$ cat config.mk
export PLATFORM = sky130hd
export DESIGN_NAME = alu_operand_collector
export DESIGN_NICKNAME = d
export VERILOG_FILES = /design/src/rtl/alu_operand_collector.sv
export SDC_FILE = /design/constraint.sdc
export NUM_CORES = 1
export LEC_CHECK = 0
export BUFFER_PORTS_ARGS = -buffer_cell sky130_fd_sc_hd__buf_2
export CORE_AREA = 4 4 83 85
export DETAILED_ROUTE_END_ITERATION = 6
export DIE_AREA = 0 0 87 89
export GPL_ROUTABILITY_DRIVEN = 0
export PLACE_DENSITY_LB_ADDON = 0.05
export SKIP_CTS_REPAIR_TIMING = 1
export SLEW_MARGIN = 20
export SYNTH_ARGS = -nofsm -noshare
export SYNTH_HDL_FRONTEND = slang
export SYNTH_SLANG_ARGS = --single-unit
$ cat constraint.sdc
create_clock -name clk -period 2 [get_ports clk]
set_input_delay 0.2 -clock clk [delete_from_list [all_inputs] [get_ports clk]]
set_output_delay 0.2 -clock clk [all_outputs]
set_load 0.1 [all_outputs]
$ cat src/rtl/alu_operand_collector.sv
// Operand collector in front of the 8-bit ALU: merges command/operand beats into one
// ALU input bus with a ce pulse, stretched for arithmetic multiply, with a missing-operand timeout.
module alu_operand_collector #(
  parameter int OPWIDTH  = 8,
  parameter int CMDWIDTH = 4,
  parameter int TIMEOUT  = 16,
  parameter int MUL_HOLD = 3
) (
  input  logic                clk,
  input  logic                rst,
  input  logic                s_valid,
  output logic                s_ready,
  input  logic [CMDWIDTH-1:0] s_cmd,
  input  logic                s_m,
  input  logic                s_cin,
  input  logic [OPWIDTH-1:0]  s_opa,
  input  logic                s_opa_vld,
  input  logic [OPWIDTH-1:0]  s_opb,
  input  logic                s_opb_vld,
  output logic [OPWIDTH-1:0]  opa,
  output logic [OPWIDTH-1:0]  opb,
  output logic [CMDWIDTH-1:0] cmd,
  output logic                m,
  output logic                cin,
  output logic [1:0]          inp_valid,
  output logic                ce,
  output logic                busy,
  output logic                timeout
);

  localparam int CW = $clog2(TIMEOUT);
  localparam int HW = $clog2(MUL_HOLD + 1);

  typedef enum logic [1:0] {
    IDLE    = 2'd0,
    COLLECT = 2'd1,
    ISSUE   = 2'd2,
    HOLD    = 2'd3
  } state_t;

  state_t                state_r;
  logic [CMDWIDTH-1:0]   cmd_r;
  logic                  m_r;
  logic                  cin_r;
  logic [OPWIDTH-1:0]    opa_h_r;
  logic [OPWIDTH-1:0]    opb_h_r;
  logic [1:0]            got_r;
  logic [CW-1:0]         cnt_r;
  logic [HW-1:0]         hold_r;

  logic                  accept_s;
  logic [1:0]            vld_in_s;
  logic [1:0]            req_s;
  logic [1:0]            got_s;
  logic [1:0]            iv_s;
  logic [OPWIDTH-1:0]    opa_s;
  logic [OPWIDTH-1:0]    opb_s;
  logic [CMDWIDTH-1:0]   cmd_s;
  logic                  m_s;
  logic                  cin_s;
  logic                  done_s;
  logic                  expire_s;
  logic                  issue_s;

  // Required operand mask {needB, needA} for a given mode and command.
  function automatic logic [1:0] req_mask(input logic mode, input logic [CMDWIDTH-1:0] c);
    logic [1:0] r;
    if (mode) begin
      case (c)
        CMDWIDTH'(0), CMDWIDTH'(1), CMDWIDTH'(2), CMDWIDTH'(3),
        CMDWIDTH'(8), CMDWIDTH'(9), CMDWIDTH'(10), CMDWIDTH'(11),
        CMDWIDTH'(12):                r = 2'b11;
        CMDWIDTH'(4), CMDWIDTH'(5):   r = 2'b01;
        CMDWIDTH'(6), CMDWIDTH'(7):   r = 2'b10;
        default:                      r = 2'b00;
      endcase
    end else begin
      case (c)
        CMDWIDTH'(0), CMDWIDTH'(1), CMDWIDTH'(2), CMDWIDTH'(3),
        CMDWIDTH'(4), CMDWIDTH'(5):   r = 2'b11;
        CMDWIDTH'(6), CMDWIDTH'(8), CMDWIDTH'(9), CMDWIDTH'(12),
        CMDWIDTH'(13):                r = 2'b01;
        CMDWIDTH'(7), CMDWIDTH'(10),
        CMDWIDTH'(11):                r = 2'b10;
        default:                      r = 2'b00;
      endcase
    end
    return r;
  endfunction

  assign s_ready = ~rst & ((state_r == IDLE) | (state_r == COLLECT));

  // Merge the incoming beat with held state; in IDLE the beat itself supplies cmd/m/cin.
  always_comb begin
    accept_s = s_valid & s_ready;
    vld_in_s = {s_opb_vld, s_opa_vld} & {2{accept_s}};
    if (state_r == IDLE) begin
      cmd_s = s_cmd;
      m_s   = s_m;
      cin_s = s_cin;
      got_s = vld_in_s;
      opa_s = vld_in_s[0] ? s_opa : {OPWIDTH{1'b0}};
      opb_s = vld_in_s[1] ? s_opb : {OPWIDTH{1'b0}};
    end else begin
      cmd_s = cmd_r;
      m_s   = m_r;
      cin_s = cin_r;
      got_s = got_r | vld_in_s;
      opa_s = vld_in_s[0] ? s_opa : opa_h_r;
      opb_s = vld_in_s[1] ? s_opb : opb_h_r;
    end
    req_s    = req_mask(m_s, cmd_s);
    done_s   = ((got_s & req_s) == req_s);
    expire_s = (state_r == COLLECT) && !done_s && (cnt_r == CW'(TIMEOUT - 1));
    issue_s  = ((state_r == IDLE) && accept_s && done_s) ||
               ((state_r == COLLECT) && (done_s || expire_s));
    iv_s     = expire_s ? got_s : (got_s & req_s);
  end

  // Collector FSM with registered ALU bus.
  always_ff @(posedge clk) begin
    if (rst) begin
      state_r   <= IDLE;
      cmd_r     <= {CMDWIDTH{1'b0}};
      m_r       <= 1'b0;
      cin_r     <= 1'b0;
      opa_h_r   <= {OPWIDTH{1'b0}};
      opb_h_r   <= {OPWIDTH{1'b0}};
      got_r     <= 2'b00;
      cnt_r     <= {CW{1'b0}};
      hold_r    <= {HW{1'b0}};
      opa       <= {OPWIDTH{1'b0}};
      opb       <= {OPWIDTH{1'b0}};
      cmd       <= {CMDWIDTH{1'b0}};
      m         <= 1'b0;
      cin       <= 1'b0;
      inp_valid <= 2'b00;
      ce        <= 1'b0;
      busy      <= 1'b0;
      timeout   <= 1'b0;
    end else begin
      if (issue_s) begin
        opa       <= iv_s[0] ? opa_s : {OPWIDTH{1'b0}};
        opb       <= iv_s[1] ? opb_s : {OPWIDTH{1'b0}};
        cmd       <= cmd_s;
        m         <= m_s;
        cin       <= cin_s;
        inp_valid <= iv_s;
        ce        <= 1'b1;
        timeout   <= expire_s;
      end
      case (state_r)
        IDLE: begin
          if (accept_s) begin
            cmd_r   <= s_cmd;
            m_r     <= s_m;
            cin_r   <= s_cin;
            opa_h_r <= opa_s;
            opb_h_r <= opb_s;
            got_r   <= got_s;
            cnt_r   <= {CW{1'b0}};
            busy    <= 1'b1;
            state_r <= done_s ? ISSUE : COLLECT;
          end else begin
            busy    <= 1'b0;
          end
        end
        COLLECT: begin
          opa_h_r <= opa_s;
          opb_h_r <= opb_s;
          got_r   <= got_s;
          if (issue_s) begin
            state_r <= ISSUE;
          end else begin
            cnt_r   <= cnt_r + CW'(1);
          end
        end
        ISSUE: begin
          timeout <= 1'b0;
          if (m_r && (cmd_r == CMDWIDTH'(9)) && (MUL_HOLD > 1)) begin
            hold_r  <= HW'(1);
            state_r <= HOLD;
          end else begin
            ce        <= 1'b0;
            inp_valid <= 2'b00;
            busy      <= 1'b0;
            state_r   <= IDLE;
          end
        end
        HOLD: begin
          if (hold_r == HW'(MUL_HOLD - 1)) begin
            ce        <= 1'b0;
            inp_valid <= 2'b00;
            busy      <= 1'b0;
            state_r   <= IDLE;
          end else begin
            hold_r    <= hold_r + HW'(1);
          end
        end
        default: begin
          ce        <= 1'b0;
          inp_valid <= 2'b00;
          timeout   <= 1'b0;
          busy      <= 1'b0;
          state_r   <= IDLE;
        end
      endcase
    end
  end

endmodule

==> impl_metrics.py, run 1 <==
metrics = {
    "setup_path": {
        "crit_family": "compound AO/OA/AOI/OAI gates",
        "crit_fanout": 8,
        "r2r_end": "opa[2]$_SDFFE_PP0P_",
        "critical_path_class": "flop to flop",
        "critPathArrivalTime_ns": 2.47,
        "crit_path_start_kind": "flop",
        "critPathMaxStageDelay_ns": 0.50,
        "worstSetupEndpointType": "flop",
        "reg2regPathDepth": 8,
        "path_buf_inv": 2,
        "path_depth": 8,
        "critPathSlowestCell": "a221o_2",
        "path_cells": "buf_6 -> buf_4 -> o211ai_1 -> a22oi_1 -> a221oi_4 -> nor2_2 -> a221o_2 -> nor3_2",
        "reg2reg_slack_ns": -0.20,
        "critPathRequiredTime_ns": 2.27,
        "r2r_start": "state_r[0]$_SDFFE_PP0P_",
    },
    "synth": {
        "seq_area_frac_synth_pct": 38.90,
        "synth_top_family_by_area": "simple AND/OR/NAND/NOR gates",
        "synth_area_mm2": 0.003037,
        "postSynth.asyncResetShare_pct": 0,
        "synth_cells": 375,
        "syn_area_per_cell_um2": 8.098,
        "yosys_warnings": 0,
        "synth_nets": 404,
        "synth.area.top_cells": "dfxtp_1 (39%), nand2_1 (10%), a21oi_1 (8.6%)",
        "ys_types": 51,
        "ys.flop_type": "dfxtp_1",
        "ys_ff_latch": 59,
        "synth_compound_area_share_pct": 25.75,
        "synthMuxAreaShare_pct": 1.689,
        "yosysTopAreaCellShare_pct": 38.90,
        "synth_adder_area_share_pct": 0.8241,
        "yosys.area_share.simple_pct": 27.98,
        "synth_xor_area_share_pct": 0,
        "netlist.top_cell.by_area": "dfxtp_1",
        "synth_edf_count": 0,
        "synth.most_common_cell": "nand2_1",
        "yosys-top-cells-count": "nand2_1 (83), dfxtp_1 (59), a21oi_1 (52)",
    },
    "clock_tree": {
        "clkSlewWorstSetupHoldPaths_ns": 0.07,
        "cts_tree": "yes",
        "numCtsBuffers": 9,
        "clockBufferDepth": 2,
        "htreeDepth": 3,
        "clk_root_buffer_cell": "clkbuf_8",
        "cts.sinks": 59,
        "clkLatencyLatePin_ns": 0.34,
    },
    "floorplan": {
        "pin_count": 55,
        "core-area_mm2": 0.006205,
        "die_x_um": 87,
        "dieArea_mm2": 0.007743,
        "initial_core_util_pct": 48.94,
        "die_h_um": 89,
        "row_count": 29,
    },
    "timing": {
        "setup_slack_ns": -0.1988,
        "fmax_mhz": 454.8,
        "skew_ns": 0.01099,
        "tightest_slew_ns": 0.4940,
        "post-route-period-util_pct": 109.9,
        "rsz0062_at_grt": "yes",
        "setup_viol": 31,
        "maxSlewHeadroom_pct": 67.29,
        "fin_tns_setup_ns": -3.695,
        "hold_viol": 0,
        "drv_slew": 0,
        "fin_worst_hold_slack_ns": 0.1048,
        "period_needed_ns": 2.199,
    },
    "grt": {
        "use_met3_pct": 3.687,
        "grt_pass1_wl_um": 14190,
        "grt_pass1_vias": 2989,
        "antenna_found_initial": 0,
        "grt_start_max_net_pins": 29,
        "met1_usage_pct": 30.00,
        "grt_remaining_overflow": 0,
        "busiest_layer": "met2",
        "use_met2_pct": 38.10,
        "grt_usage_pct": 23.18,
    },
    "placement": {
        "place_ws_ns": -0.2255,
        "portBuffers": 54,
        "hpwl_um": 6010,
        "dp.cells": 537,
        "placed_area_mm2": 0.003754,
    },
    "power_and_ir_drop": {
        "vdd_drop_max_uv": 551.2,
        "p_per_area_mw_per_mm2": 1107,
        "p_total_mw": 4.824,
        "leakagePower_nw": 1.808,
    },
    "drt": {
        "wl_um": 9237,
        "drc": 0,
        "drt_iter0_markers": 164,
        "firstDrtPassIters": 4,
        "ant_nets": 0,
        "routedWlPerCell_um": 16.47,
        "dr_total_vias": 3215,
        "post_drt_via_cell_ratio": 5.731,
    },
    "worst_hold_path": {
        "min_path_cells": 3,
        "min-delay-start": "s_cin",
        "hold_end": "cin_r$_SDFFE_PP0P_",
        "min_path_type": "input pin to flop",
    },
    "outcome": {
        "outcome": "complete, but fails checks",
        "violations": "setup timing",
    },
    "cells_and_area": {
        "antenna_cells": 0,
        "area_growth_pct": 43.55,
        "fin_area_mm2": 0.004359,
        "drive_above_1_share_pct": 42.36,
        "layout.nets": 510,
        "fin_cells": 561,
        "fin_util_pct": 70.26,
    },
    "flow_run": {
        "cap_violations": 0,
    },
}
flip-flops by register name (all words and copies together), names as in the netlist, 2 cells and up:
name,cells
cmd,4
cmd_r,4
cnt_r,4
got_r,2
hold_r,2
inp_valid,2
opa,8
opa_h_r,8
opb,8
opb_h_r,8
state_r,2
cell type report:
cell class	count	area (um^2)
clock buffer	12	165.2
clock inverter	2	35.03
fill	495	1846
inverter	2	7.507
multi-input combinational	289	1998
sequential	59	1190
tap	77	96.34
timing repair buffer	120	867.1
kinds of logic (layout without fill, tap and decap cells):
family	Yosys count	count (layout)
simple gates	176	177
mux	5	5
flops	59	59
buf+inv	28	136
fa+ha+maj	2	2
compound gates	105	105
worst reg2reg max path: cells and delay by family, from the launching register on:
| family | cells | cell delay [ns] |
|---|---|---|
| flops | 1 | 0.36 |
| simple gates | 2 | 0.30 |
| buf+inv | 2 | 0.27 |
| compound gates | 4 | 1.22 |
per-layer routing:
metal | vias up | part of all wire, %
met5 | - | 0
met4 | 0 | 1.6
met3 | 13 | 5.8
met2 | 100 | 50
met1 | 1521 | 43
li1 | 1581 | -
report_power, final:
| part | leakage, nW | total, mW | internal, mW | switching [mW] |
|---|---|---|---|---|
| sequential | 0.481 | 1.38 | 1.31 | 0.0776 |
| combinational | 1.22 | 2.31 | 0.827 | 1.48 |
| clock | 0.104 | 1.13 | 0.662 | 0.467 |
| total | 1.81 | 4.82 | 2.79 | 2.03 |
worst max-delay path by stage:
stage | startpoint | end | slack (ns)
after floorplan | state_r[1]$_SDFFE_PP0P_ | cmd[0]$_SDFFE_PP0P_ | -0.17
after global placement | state_r[0]$_SDFFE_PP0P_ | cmd[2]$_SDFFE_PP0P_ | -0.19
after detailed placement | cnt_r[0]$_SDFFE_PP0P_ | opa[2]$_SDFFE_PP0P_ | -0.23
after CTS | cnt_r[0]$_SDFFE_PP0P_ | opa[2]$_SDFFE_PP0P_ | -0.24
after global routing | state_r[0]$_SDFFE_PP0P_ | opa[2]$_SDFFE_PP0P_ | -0.27
final | state_r[0]$_SDFFE_PP0P_ | opa[2]$_SDFFE_PP0P_ | -0.20
cells in the final DEF, fill, tap and decap left out, types with 3 or more instances in the layout:
master and n:
buf_6 5, nor2_1 18, buf_12 4, nor3_2 11, nand2_2 5, or3_1 3
clkbuf_8 12, and3_4 3, mux2i_1 4, o211ai_1 5, and2_1 3, dfxtp_1 56
a21o_1 3, a311oi_1 7, nand2b_1 3, buf_2 54, nor2_4 3, nor3_1 4
a311oi_2 10, a21oi_1 47, buf_4 54, a21oi_2 4, nand2_1 79, nand3_1 20
a211oi_2 4, nor3_4 6
No activity file was read; power rests on OpenSTA's default activity.
==> run 2, diff against run 1 <==
--- a/config.mk
+++ b/config.mk
@@ -6,10 +6,11 @@
 export NUM_CORES = 1
 export LEC_CHECK = 0
 export BUFFER_PORTS_ARGS = -buffer_cell sky130_fd_sc_hd__buf_2
-export CORE_AREA = 4 4 83 85
+export CORE_AREA = 4 4 77 79
 export DETAILED_ROUTE_END_ITERATION = 6
-export DIE_AREA = 0 0 87 89
+export DIE_AREA = 0 0 81 83
 export GPL_ROUTABILITY_DRIVEN = 0
+export HOLD_SLACK_MARGIN = 0.08
 export PLACE_DENSITY_LB_ADDON = 0.05
 export SKIP_CTS_REPAIR_TIMING = 1
 export SLEW_MARGIN = 20
==> constraint.sdc (replaced) <==
create_clock -name clk -period 2.8 [get_ports clk]
set_input_delay 0.28 -clock clk [delete_from_list [all_inputs] [get_ports clk]]
set_output_delay 0.28 -clock clk [all_outputs]
set_load 0.1 [all_outputs]
==> impl_metrics.py, run 2 (synthesized netlist as in run 1, its figures left out) <==
metrics = {
    "outcome": {
        "outcome": "complete, no violations",
    },
    "floorplan": {
        "row_count": 27,
        "core-area_mm2": 0.005338,
        "pin_count": 55,
        "die_x_um": 81,
        "dieArea_mm2": 0.006723,
        "die_h_um": 83,
        "initial_core_util_pct": 56.89,
    },
    "grt": {
        "grt_usage_pct": 23.96,
        "antenna_found_initial": 0,
        "grt_pass1_wl_um": 12890,
        "grt_remaining_overflow": 0,
        "grt_pass1_vias": 2723,
        "grt_start_max_net_pins": 37,
    },
    "setup_path": {
        "reg2reg_slack_ns": 0.23,
        "startpoint": "state_r[1]$_SDFFE_PP0P_",
        "reg2regPathDepth": 7,
        "critPathArrivalTime_ns": 2.82,
        "crit_end": "opb[7]$_SDFFE_PP0P_",
        "path_cells": "buf_4 -> o21ai_0 -> nand2_1 -> a221oi_4 -> nand2_2 -> a311o_4 -> a311oi_2",
        "r2r_start": "state_r[1]$_SDFFE_PP0P_",
        "crit_path_start_kind": "flop",
        "critical_path_class": "flop to flop",
        "critPathRequiredTime_ns": 3.06,
        "path_buf_inv": 1,
        "crit_family": "compound AO/OA/AOI/OAI gates",
        "critPathMaxStageDelay_ns": 0.51,
        "critPathSlowestCell": "a311o_4",
        "worstSetupEndpointType": "flop",
        "r2r_end": "opb[7]$_SDFFE_PP0P_",
        "path_depth": 7,
        "crit_fanout": 19,
    },
    "clock_tree": {
        "clk_root_buffer_cell": "clkbuf_8",
        "clockBufferDepth": 2,
        "clkLatencyLatePin_ns": 0.34,
        "clkSlewWorstSetupHoldPaths_ns": 0.08,
        "numCtsBuffers": 9,
        "htreeDepth": 3,
        "cts_tree": "yes",
        "cts.sinks": 59,
    },
    "timing": {
        "rsz0062_at_grt": "no",
        "post-route-period-util_pct": 91.74,
        "tightest_slew_ns": 0.4986,
        "skew_ns": 0.009756,
        "fmax_mhz": 389.3,
        "setup_viol": 0,
        "drv_slew": 0,
        "fin_tns_setup_ns": 0,
        "maxSlewHeadroom_pct": 66.76,
        "period_needed_ns": 2.569,
        "hold_viol": 0,
    },
    "drt": {
        "drt_iter0_markers": 210,
        "routedWlPerCell_um": 15.22,
        "drc": 0,
        "ant_nets": 0,
        "dr_total_vias": 2944,
        "firstDrtPassIters": 5,
        "post_drt_via_cell_ratio": 5.853,
        "wl_um": 7656,
    },
    "power_and_ir_drop": {
        "leakagePower_nw": 1.436,
        "p_per_area_mw_per_mm2": 809.8,
        "p_total_mw": 2.867,
        "vdd_drop_max_uv": 417.2,
    },
    "cells_and_area": {
        "fillers": 486,
        "drive_above_1_share_pct": 24.13,
        "fin_area_mm2": 0.003541,
        "fin_util_pct": 66.34,
        "layout_common_cells": "nand2_1 (83), dfxtp_1 (59), buf_2 (54)",
        "fin_cells": 503,
        "layout.nets": 455,
        "layout_commonest_cell": "nand2_1",
        "area_growth_pct": 16.61,
        "antenna_cells": 0,
    },
    "worst_hold_path": {
        "min_path_type": "input pin to flop",
    },
    "placement": {
        "dp.cells": 487,
        "hpwl_um": 5385,
        "portBuffers": 54,
        "placed_area_mm2": 0.003362,
    },
    "flow_run": {
        "cap_violations": 0,
    },
}
run 2: changes by cell type in the layout (fill, tap and decap cells not counted), sizes merged:
cell      change
buf          -53
bufinv        -1
clkbuf        -3
clkinv        +2
clkinvlp      +3
nor2          -1
run 2: report_power, final:
group	leakage, nW	total, mW	internal, mW	switching (mW)
logic	0.872	1.19	0.306	0.884
registers	0.479	0.985	0.929	0.0553
clock network	0.0843	0.693	0.343	0.350
run 2: metrics by stage:
stage	hold WS, ns	worst slack [ns]
final	0.2138	0.2314
after detailed placement	0.4517	0.2986
after global placement	0.4417	0.3310
after CTS	0.1967	0.2697
after global routing	0.2051	0.06459
after floorplan	0.4160	0.1207
run 2: worst min path at each step:
stage                            start                 endpoint  slack [ns]  cells after the start
2_1_floorplan                    s_cin       cin_r$_SDFFE_PP0P_        0.42                      2
3_3_place_gp   opa_h_r[4]$_SDFFE_PP0P_  opa_h_r[4]$_SDFFE_PP0P_        0.44                      2
3_5_place_dp   opa_h_r[0]$_SDFFE_PP0P_  opa_h_r[0]$_SDFFE_PP0P_        0.45                      2
4_1_cts                       s_cmd[3]    cmd_r[3]$_SDFFE_PP0P_        0.20                      3
5_1_grt                       s_cmd[3]    cmd_r[3]$_SDFFE_PP0P_        0.21                      3
6_report                         s_cin       cin_r$_SDFFE_PP0P_        0.21                      3
run 2: layout make-up:
cell class                      count  area (um^2)  area share, %
Clock inverter                      6        41.29          1.166
Clock buffer                       10        137.6          3.887
Sequential cell                    59         1181          33.36
Multi-Input combinational cell    288         1723          48.66
Inverter                            2        7.507         0.2120
Timing Repair Buffer               66        360.3          10.18
Tap cell                           72        90.09          2.544
run 2: worst reg2reg max path: stages (launching register included):
cell      delay, ns
dfxtp_1        0.38
buf_4          0.23
o21ai_0        0.39
nand2_1        0.18
a221oi_4       0.46
nand2_2        0.15
a311o_4        0.51
a311oi_2       0.20
run 2: routing by layer:
| layer | wire, um | up-vias | track usage [%] | share of wire, % |
|---|---|---|---|---|
| li1 | - | 1474 | - | - |
| met1 | 3496 | 1335 | 33.11 | 46 |
| met2 | 3451 | 121 | 36.00 | 45 |
| met3 | 575 | 14 | 5.748 | 7.5 |
| met4 | 132 | 0 | 8.756 | 1.7 |
| met5 | 0 | - | 0 | 0 |
==> run 3, diff against run 2 <==
--- a/config.mk
+++ b/config.mk
@@ -5,13 +5,13 @@
 export SDC_FILE = /design/constraint.sdc
 export NUM_CORES = 1
 export LEC_CHECK = 0
-export BUFFER_PORTS_ARGS = -buffer_cell sky130_fd_sc_hd__buf_2
+export BUFFER_PORTS_ARGS = -buffer_cell sky130_fd_sc_hd__buf_4
 export CORE_AREA = 4 4 77 79
 export DETAILED_ROUTE_END_ITERATION = 6
 export DIE_AREA = 0 0 81 83
 export GPL_ROUTABILITY_DRIVEN = 0
 export HOLD_SLACK_MARGIN = 0.08
-export PLACE_DENSITY_LB_ADDON = 0.05
+export PLACE_DENSITY = 0.89
 export SKIP_CTS_REPAIR_TIMING = 1
 export SLEW_MARGIN = 20
 export SYNTH_ARGS = -nofsm -noshare
==> impl_metrics.py, run 3 (synthesized netlist as in run 1, its figures left out) <==
metrics = {
    "timing": {
        "skew_ns": 0.006590,
        "fin_worst_hold_slack_ns": 0.2034,
        "rsz0062_at_grt": "no",
        "drv_slew": 0,
        "fin_tns_setup_ns": 0,
        "fmax_mhz": 388.8,
        "maxSlewHeadroom_pct": 64.67,
        "setup_viol": 0,
        "post-route-period-util_pct": 91.85,
        "period_needed_ns": 2.572,
        "tightest_slew_ns": 0.5299,
        "hold_viol": 0,
    },
    "worst_hold_path": {
        "min-delay-start": "s_cmd[3]",
        "min_path_cells": 3,
        "min_path_type": "input pin to flop",
        "hold_end": "cmd_r[3]$_SDFFE_PP0P_",
    },
    "grt": {
        "grt_usage_pct": 24.37,
        "grt_start_max_net_pins": 49,
        "grt_pass1_wl_um": 13040,
        "grt_remaining_overflow": 0,
        "grt_pass1_vias": 2791,
        "antenna_found_initial": 0,
    },
    "clock_tree": {
        "clk_root_buffer_cell": "clkbuf_8",
        "clockBufferDepth": 2,
        "cts_tree": "yes",
        "htreeDepth": 3,
        "cts.sinks": 59,
        "clkSlewWorstSetupHoldPaths_ns": 0.07,
        "clkLatencyLatePin_ns": 0.35,
        "numCtsBuffers": 9,
    },
    "power_and_ir_drop": {
        "p_per_area_mw_per_mm2": 835.2,
        "leakagePower_nw": 1.478,
        "vdd_drop_max_uv": 468.3,
    },
    "flow_run": {
        "cap_violations": 0,
    },
    "floorplan": {
        "core-area_mm2": 0.005338,
        "die_h_um": 83,
        "dieArea_mm2": 0.006723,
        "pin_count": 55,
        "row_count": 27,
        "initial_core_util_pct": 56.89,
        "die_x_um": 81,
    },
    "cells_and_area": {
        "layout_common_cells": "nand2_1 (83), buf_4 (64), dfxtp_1 (59)",
        "fillers": 427,
        "layout_commonest_cell": "nand2_1",
        "antenna_cells": 0,
        "multiInputGateArea_mm2": 0.001717,
        "regArea_mm2": 0.001181,
        "fin_util_pct": 69.39,
        "area_growth_pct": 21.96,
        "layout.nets": 453,
        "drive_above_1_share_pct": 23.31,
    },
    "drt": {
        "dr_total_vias": 2992,
        "firstDrtPassIters": 4,
        "drc": 0,
        "ant_nets": 0,
        "post_drt_via_cell_ratio": 5.972,
        "routedWlPerCell_um": 15.79,
        "wl_um": 7911,
        "drt_iter0_markers": 257,
    },
    "setup_path": {
        "critical_path_class": "flop to flop",
        "crit_path_start_kind": "flop",
        "r2r_end": "cmd[3]$_SDFFE_PP0P_",
        "reg2reg_slack_ns": 0.23,
        "worstSetupEndpointType": "flop",
        "r2r_start": "state_r[0]$_SDFFE_PP0P_",
        "critPathRequiredTime_ns": 3.06,
        "critPathArrivalTime_ns": 2.83,
        "reg2regPathDepth": 6,
        "crit_fanout": 16,
    },
    "placement": {
        "portBuffers": 54,
        "hpwl_um": 5564,
    },
    "outcome": {
        "outcome": "complete, no violations",
    },
}
## run 3: changes by cell type in the layout (fill, tap and decap cells not counted), sizes merged
cell / change
clkinv: -2
clkinvlp: -2
bufinv: +2
clkbuf: +2
buf: -2
## run 3: cell type report
type                    instances  share of cell area, %
flip-flops and latches         59                  31.89
multi-input cells             288                  46.35
clock inverters                 4                  1.959
inverters                       2                 0.2027
repair buffers                 64                  12.97
clock buffers                  12                  4.189
well taps                      72                  2.432
## run 3: worst max-delay path by stage
| stage | to | start | cells after the start |
|---|---|---|---|
| 5_1_grt | m$_SDFFE_PP0P_ | state_r[0]$_SDFFE_PP0P_ | 6 |
| 2_1_floorplan | cmd[0]$_SDFFE_PP0P_ | state_r[1]$_SDFFE_PP0P_ | 8 |
| 6_report | cmd[3]$_SDFFE_PP0P_ | state_r[0]$_SDFFE_PP0P_ | 6 |
| 3_3_place_gp | inp_valid[1]$_SDFF_PP0_ | state_r[0]$_SDFFE_PP0P_ | 6 |
| 3_5_place_dp | inp_valid[1]$_SDFF_PP0_ | state_r[0]$_SDFFE_PP0P_ | 6 |
| 4_1_cts | cmd[3]$_SDFFE_PP0P_ | state_r[0]$_SDFFE_PP0P_ | 6 |
## run 3: report_power, final
group / internal, mW / total (mW) / switching [mW]
Clock: 0.548 / 0.892 / 0.344
Combinational: 0.335 / 1.20 / 0.864
Sequential: 0.930 / 1.00 / 0.0725
Total: 1.81 / 3.09 / 1.28
## run 3: critical path, stage by stage, from the launching register on
cell      delay (ns)
dfxtp_1         0.59
or2_1           0.31
o21ai_1         0.19
a221oi_4        0.48
a31o_1          0.50
nor2_8          0.13
a311oi_1        0.29
## run 3: through the flow
stage                     cell area, um^2  setup slack (ns)  std cells  power, mW
after floorplan                      3039            0.1207        375      1.964
after global placement               3476            0.3833        485      2.179
after detailed placement             3476            0.2986        485      2.206
after CTS                            3704            0.2382        501      3.084
after global routing                 3704           0.02445        501      3.238
final                                3704            0.2281        501      3.093
## run 3: routing by layer
layer / wire [um] / track usage [%] / share of wire [%] / vias up
met4: 176 / 12.60 / 2.2 / 0
met3: 521 / 3.905 / 6.6 / 23
met5: 0 / 0 / 0 / -
li1: - / - / - / 1456
met2: 3872 / 38.39 / 49 / 118
met1: 3341 / 31.61 / 42 / 1395
